## src/rtl/logic_pipe.sv

```systemverilog
// Pipelined bitwise logic unit with a zero flag and valid/ready handshakes on both sides.
// Each stage register collapses bubbles, so up to STAGES results are buffered under a stall.
module logic_pipe #(
  parameter int WIDTH  = 32,
  parameter int STAGES = 2
) (
  input  logic             clk,
  input  logic             rst,
  input  logic [WIDTH-1:0] inA,
  input  logic [WIDTH-1:0] inB,
  input  logic [2:0]       op,
  input  logic             in_valid,
  output logic             in_ready,
  output logic [WIDTH-1:0] out,
  output logic             zero,
  output logic             out_valid,
  input  logic             out_ready
);

  function automatic logic [WIDTH-1:0] logic_op(input logic [2:0] sel,
                                                input logic [WIDTH-1:0] a,
                                                input logic [WIDTH-1:0] b);
    case (sel)
      3'b000:  logic_op = a & b;
      3'b001:  logic_op = a | b;
      3'b010:  logic_op = a ^ b;
      3'b011:  logic_op = ~(a | b);
      3'b100:  logic_op = a & ~b;
      3'b101:  logic_op = a | ~b;
      3'b110:  logic_op = a;
      default: logic_op = ~a;
    endcase
  endfunction

  logic [WIDTH-1:0]  res_p0;
  logic              zero_p0;
  logic [STAGES-1:0] vld;
  logic [STAGES-1:0] zro;
  logic [WIDTH-1:0]  dat [STAGES];
  logic [STAGES-1:0] rdy;

  // stage 0 input: compute result and its zero flag
  always_comb begin
    res_p0  = logic_op(op, inA, inB);
    zero_p0 = ~|res_p0;
  end

  // A stage can load when it or any stage downstream of it is empty, or the sink pops.
  always_comb begin
    logic acc;
    acc = out_ready;
    rdy = '0;
    for (int i = STAGES - 1; i >= 0; i--) begin
      acc    = acc | ~vld[i];
      rdy[i] = acc;
    end
  end

  assign in_ready = rdy[0];

  // stage registers s0..s(STAGES-1)
  always_ff @(posedge clk or posedge rst) begin
    if (rst) begin
      vld <= '0;
      zro <= '0;
      for (int i = 0; i < STAGES; i++) dat[i] <= '0;
    end else begin
      for (int i = 0; i < STAGES; i++) begin
        if (rdy[i]) begin
          if (i == 0) begin
            vld[0] <= in_valid;
            dat[0] <= res_p0;
            zro[0] <= zero_p0;
          end else begin
            vld[i] <= vld[i-1];
            dat[i] <= dat[i-1];
            zro[i] <= zro[i-1];
          end
        end
      end
    end
  end

  // output stage: driven straight from the last register
  assign out       = dat[STAGES-1];
  assign zero      = zro[STAGES-1];
  assign out_valid = vld[STAGES-1];

endmodule

```

## config.mk

```make
export PLATFORM = sky130hd
export DESIGN_NAME = logic_pipe
export DESIGN_NICKNAME = d
export VERILOG_FILES = /design/src/rtl/logic_pipe.sv
export SDC_FILE = /design/constraint.sdc
export NUM_CORES = 1
export LEC_CHECK = 0
export CAP_MARGIN = 5
export CORE_AREA = 4 4 100 150
export CTS_CLUSTER_DIAMETER = 80
export DETAILED_ROUTE_END_ITERATION = 7
export DIE_AREA = 0 0 104 154
export PLACE_DENSITY = 0.7
export RECOVER_POWER = 50
export SETUP_SLACK_MARGIN = 0.2
export SLEW_MARGIN = 20
export SYNTH_ARGS = -nofsm -noshare
export SYNTH_HDL_FRONTEND = slang
export SYNTH_SLANG_ARGS = --single-unit
```

## constraint.sdc

```tcl
create_clock -name clk -period 3.4 [get_ports clk]
set_clock_uncertainty 0.2 [all_clocks]
set_input_delay 0.51 -clock clk [delete_from_list [all_inputs] [get_ports clk]]
set_output_delay 0.51 -clock clk [all_outputs]
set_load 0.05 [all_outputs]
```

# After elaboration in Yosys (flattened, before gate mapping)
# Cells that the tools add are included.
# word_totals
word_cells	28
inputBits	71
out_inout_bits	35
ff_bits	68
# classes
reduce_logical	3
bitwise_logic	12
mux	1
n_eq_ne	6
# op_table
op	count
case mux 32 bit (7 select lines)	1
inverter 32 bit	3
AND 32 bit	2
OR 32 bit	2
OR reduction 32 bit	1
bitwise XOR 32 bit	1
equality test 3 bit (second input constant)	3
equality test 3 x 2 -> 1 bit (second input constant)	2
equality test 3 x 1 -> 1 bit (second input constant)	1
zero test 3 bit	1
inverter 1 bit	2
OR 1 bit	2
zero test 1 bit	1

# Depth between registers and ports, before layout
# depth
word_depth	5
mapped_depth	9
ltp_nobuf	8

# Worst setup path after synthesis
# OpenSTA, ideal clock, no wires.
# synth_path
path_kind	register -> output
start	register vld[1]
end	output in_ready
setup_slack_ns	0.690
stages_incl_launch_ff	7
path_buffers	3
required_ns	2.690
t_arrival_ns	2.000
cell_sequence	dfrtp_1 nor2b_1 clkbuf_1 and2_1 clkbuf_1 clkinv_1 clkbuf_1
# synth_between
elab_chain_len	3
# synth_rtl
element	line	source
start: declaration	37	logic [STAGES-1:0] vld;
start signal: indexed assignment	75	vld[i] <= vld[i-1];
inverter 1 bit	54	acc = acc | ~vld[i];
OR 1 bit (2 in series)	54	
end: declaration	13	output logic in_ready,
# No other way between the ends.

# Worst setup path after layout
# layout_path
start	input out_ready
end	register zro[1]
# layout_between
elab_chain_len	1
# layout_rtl
element	line	source
start: declaration	17	input logic out_ready
OR 1 bit	54	
end signal: indexed assignment	77	zro[i] <= zro[i-1];
end: declaration	38	logic [STAGES-1:0] zro;
# No other way between the ends.
# A chain may end at the register's enable or synchronous reset.

==> impl_metrics.env <==
export IMPL_status="complete, but fails checks"
export IMPL_violations="max-capacitance violations, max-slew violations"
export IMPL_crit_path_top_delay_cell="clkbuf_1"
export IMPL_drv_cap=1
export IMPL_drt_antenna_violating_nets=0
export IMPL_tns_ns=0
export IMPL_maxSlewHeadroom_pct=-15.5
export IMPL_crit_buf_inv=2
export IMPL_syn_avg_cell_area_sq_um=8.70
export IMPL_netlist_instances=714
export IMPL_ios=106
export IMPL_grt_pass1_wl_microns=24700
export IMPL_ys_types=44
export IMPL_min_period_over_period_pct=86.0
export IMPL_tightestPinTransition_ns=1.73
export IMPL_die_area_sq_mm=0.0160
export IMPL_wirelength_microns=14600
export IMPL_drc=0
export IMPL_worstPathArrival_ns=2.93
export IMPL_crit_type="in2reg"
export IMPL_finalSetupViolCount=0
export IMPL_met1_usage_pct=22.2
export IMPL_startpoint_type="input port"
export IMPL_cts_root_buf="clkbuf_16"
export IMPL_ctsHtreeMaxLevel=3
export IMPL_final_hold_viol_count=0
export IMPL_dp_cells=913
export IMPL_post_cts_setup_buffers=0
export IMPL_cts_made_buffers=9
export IMPL_rows=53
export IMPL_yosysWarnings=0
export IMPL_io_buffers=105
export IMPL_crit_required_ns=3.40
export IMPL_synth_edff_count=0
export IMPL_drive_above_1_share_pct=9.95
export IMPL_hold_class="reg2reg"
export IMPL_critPathTopFamily="buffers and inverters"
export IMPL_cts_sinks=68
export IMPL_syn_num_nets=849
export IMPL_antenna_found_initial=1
export IMPL_die_y_microns=154
export IMPL_clock_fmax_mhz=342
export IMPL_dp_hpwl_microns=11200
export IMPL_first_global_vias=5264
export IMPL_num_fill_cells=1250
export IMPL_hold_slack_ns=0.257
export IMPL_clkTransAtPathRegs_ns=0.05
export IMPL_drv_slew=36
export IMPL_die_w_microns=104
export IMPL_synthesis_area_sq_mm=0.00621
export IMPL_cp_depth=4
export IMPL_drtIter0Drc=260
export IMPL_fin_cells=930
export IMPL_cts_resized=0
export IMPL_synthToLayoutAreaGrowth_pct=19.6
export IMPL_cp_slowest_stage_delay_ns=1.27
export IMPL_end_kind="flop"
export IMPL_wire_per_inst_microns=15.7
export IMPL_postCtsHoldBufs=0
export IMPL_async_reset_ff_share_pct=100
export IMPL_grt_max_degree=64
export IMPL_grtUsageMet3_pct=2.35
export IMPL_synthFlopType="dfrtp_1"
export IMPL_start_util_pct=45.1
export IMPL_core_sq_mm=0.0138
export IMPL_p_total_uw=3410
export IMPL_grt_use_met2_pct=31.7
export IMPL_final_common_cell="nand2_1"
export IMPL_crit_chain="dlygate4sd3_1 > nor2b_1 > clkbuf_1 > mux2_2"
export IMPL_grt_usage_pct=18.3
export IMPL_vias=5183
export IMPL_rsz0062_at_grt="no"
export IMPL_via_per_inst=5.57
export IMPL_cts_path_max_buffers=2
export IMPL_grt_ovfl_total=0
export IMPL_layout_common_cells="nand2_1, clkdlybuf4s50_1, inv_1, dfrtp_1, ha_1"
export IMPL_yosysSeqAreaShare_pct=27.4
export IMPL_cts_tree="yes"
export IMPL_reg2regPathDepth=3
export IMPL_cp_max_fo=35
export IMPL_leakage_uw=0.00344
export IMPL_ys_seq_elements=68
export IMPL_ir_drop_mv=0.401
export IMPL_gp_congestion=0.838
export IMPL_nets=894
export IMPL_finalCriticalPeriod_ns=2.93
export IMPL_p_per_area_mw_per_mm2=459
export IMPL_min_path_cells=1
export IMPL_final_util_pct=53.9
export IMPL_drt_pass1_iter_count=5
export IMPL_grt_busiest_layer="met2"
export IMPL_clk_latency_ns=0.32
## cell type report
type                    count  area, sq um  area share (%)
multi-input cells         494         3720            50.1
flip-flops and latches     68         1700            22.9
repair buffers            116         1140            15.3
inverters                  70          263            3.54
clock buffers              10          239            3.22
well taps                 165          206            2.78
clock inverters             6          159            2.14
diodes                      1         2.50          0.0337
## routing by layer
metal  vias to the layer above  routed length, microns  part of all wire (%)
met5                         -                       0                     0
met4                         0                     561                   3.9
met3                        33                     564                   3.9
met2                       137                    7260                    50
met1                      2473                    6180                    42
li1                       2540                       -                     -
## worst paths after layout
kind / startpoint / to / slack (ns)
worst max-delay path: out_ready / zro[1]$_DFFE_PP0P_ / 0.47
worst min-delay path: vld[0]$_DFFE_PP0P_ / vld[1]$_DFFE_PP0P_ / 0.26
worst max register to register: vld[1]$_DFFE_PP0P_ / zro[1]$_DFFE_PP0P_ / 0.85
worst min register to register: vld[0]$_DFFE_PP0P_ / vld[1]$_DFFE_PP0P_ / 0.26
max in group asynchronous: rst / out[11]$_DFFE_PP0P_ / 0.82
min in group asynchronous: rst / out[25]$_DFFE_PP0P_ / 0.71
## logic make-up after synthesis
family                     after synthesis  synth area share, %
muxes                                   79                 14.1
xor gates and xnor gates                21                 2.96
DFF                                     68                 27.4
buffers and inverters                  152                 12.7
adders and majority gates               64                 12.9
AOI/OAI and AO/OA                      145                 16.1
and+or+nand+nor                        185                 13.9
## metrics by stage
step	area (sq um)	setup slack, ns
floorplan	6210	0.690
global placement	7060	0.294
detailed placement	7060	0.219
CTS	7450	0.556
global route	7430	0.297
finish	7430	0.475
## synth_stat cells (5+ instances only)
| library cell | count | share of area, % |
|---|---|---|
| nand3_1 | 16 | 1.3 |
| clkbuf_1 | 13 | 0.79 |
| buf_4 | 35 | 4.2 |
| nor3b_1 | 11 | 1.3 |
| buf_6 | 6 | 1.1 |
| mux2_4 | 5 | 1.2 |
| nor4_1 | 6 | 0.60 |
| nand2_1 | 111 | 6.7 |
| a211oi_1 | 8 | 0.97 |
| mux2i_1 | 35 | 5.6 |
| o211ai_1 | 16 | 1.9 |
| a221oi_1 | 10 | 1.4 |
| ha_1 | 64 | 13 |
| mux2_2 | 38 | 6.9 |
| o221ai_1 | 14 | 2.0 |
| nor2b_1 | 21 | 2.1 |
| a21oi_1 | 17 | 1.4 |
| xor2_1 | 18 | 2.5 |
| buf_2 | 24 | 1.9 |
| a22oi_1 | 6 | 0.72 |
| a32oi_1 | 13 | 1.8 |
| inv_1 | 68 | 4.1 |
| o21ai_0 | 43 | 3.5 |
| dfrtp_1 | 68 | 27 |
## where the power goes
part | internal (uW) | switching [uW]
combinational | 467 | 699
sequential | 954 | 77.4
clock | 886 | 330
## registers in the layout, summed over array words and instances (netlist names)
signal and cells:
zro 2, out 32, vld 2, dat 32
Note: power is estimated with default switching activity, not from simulation.
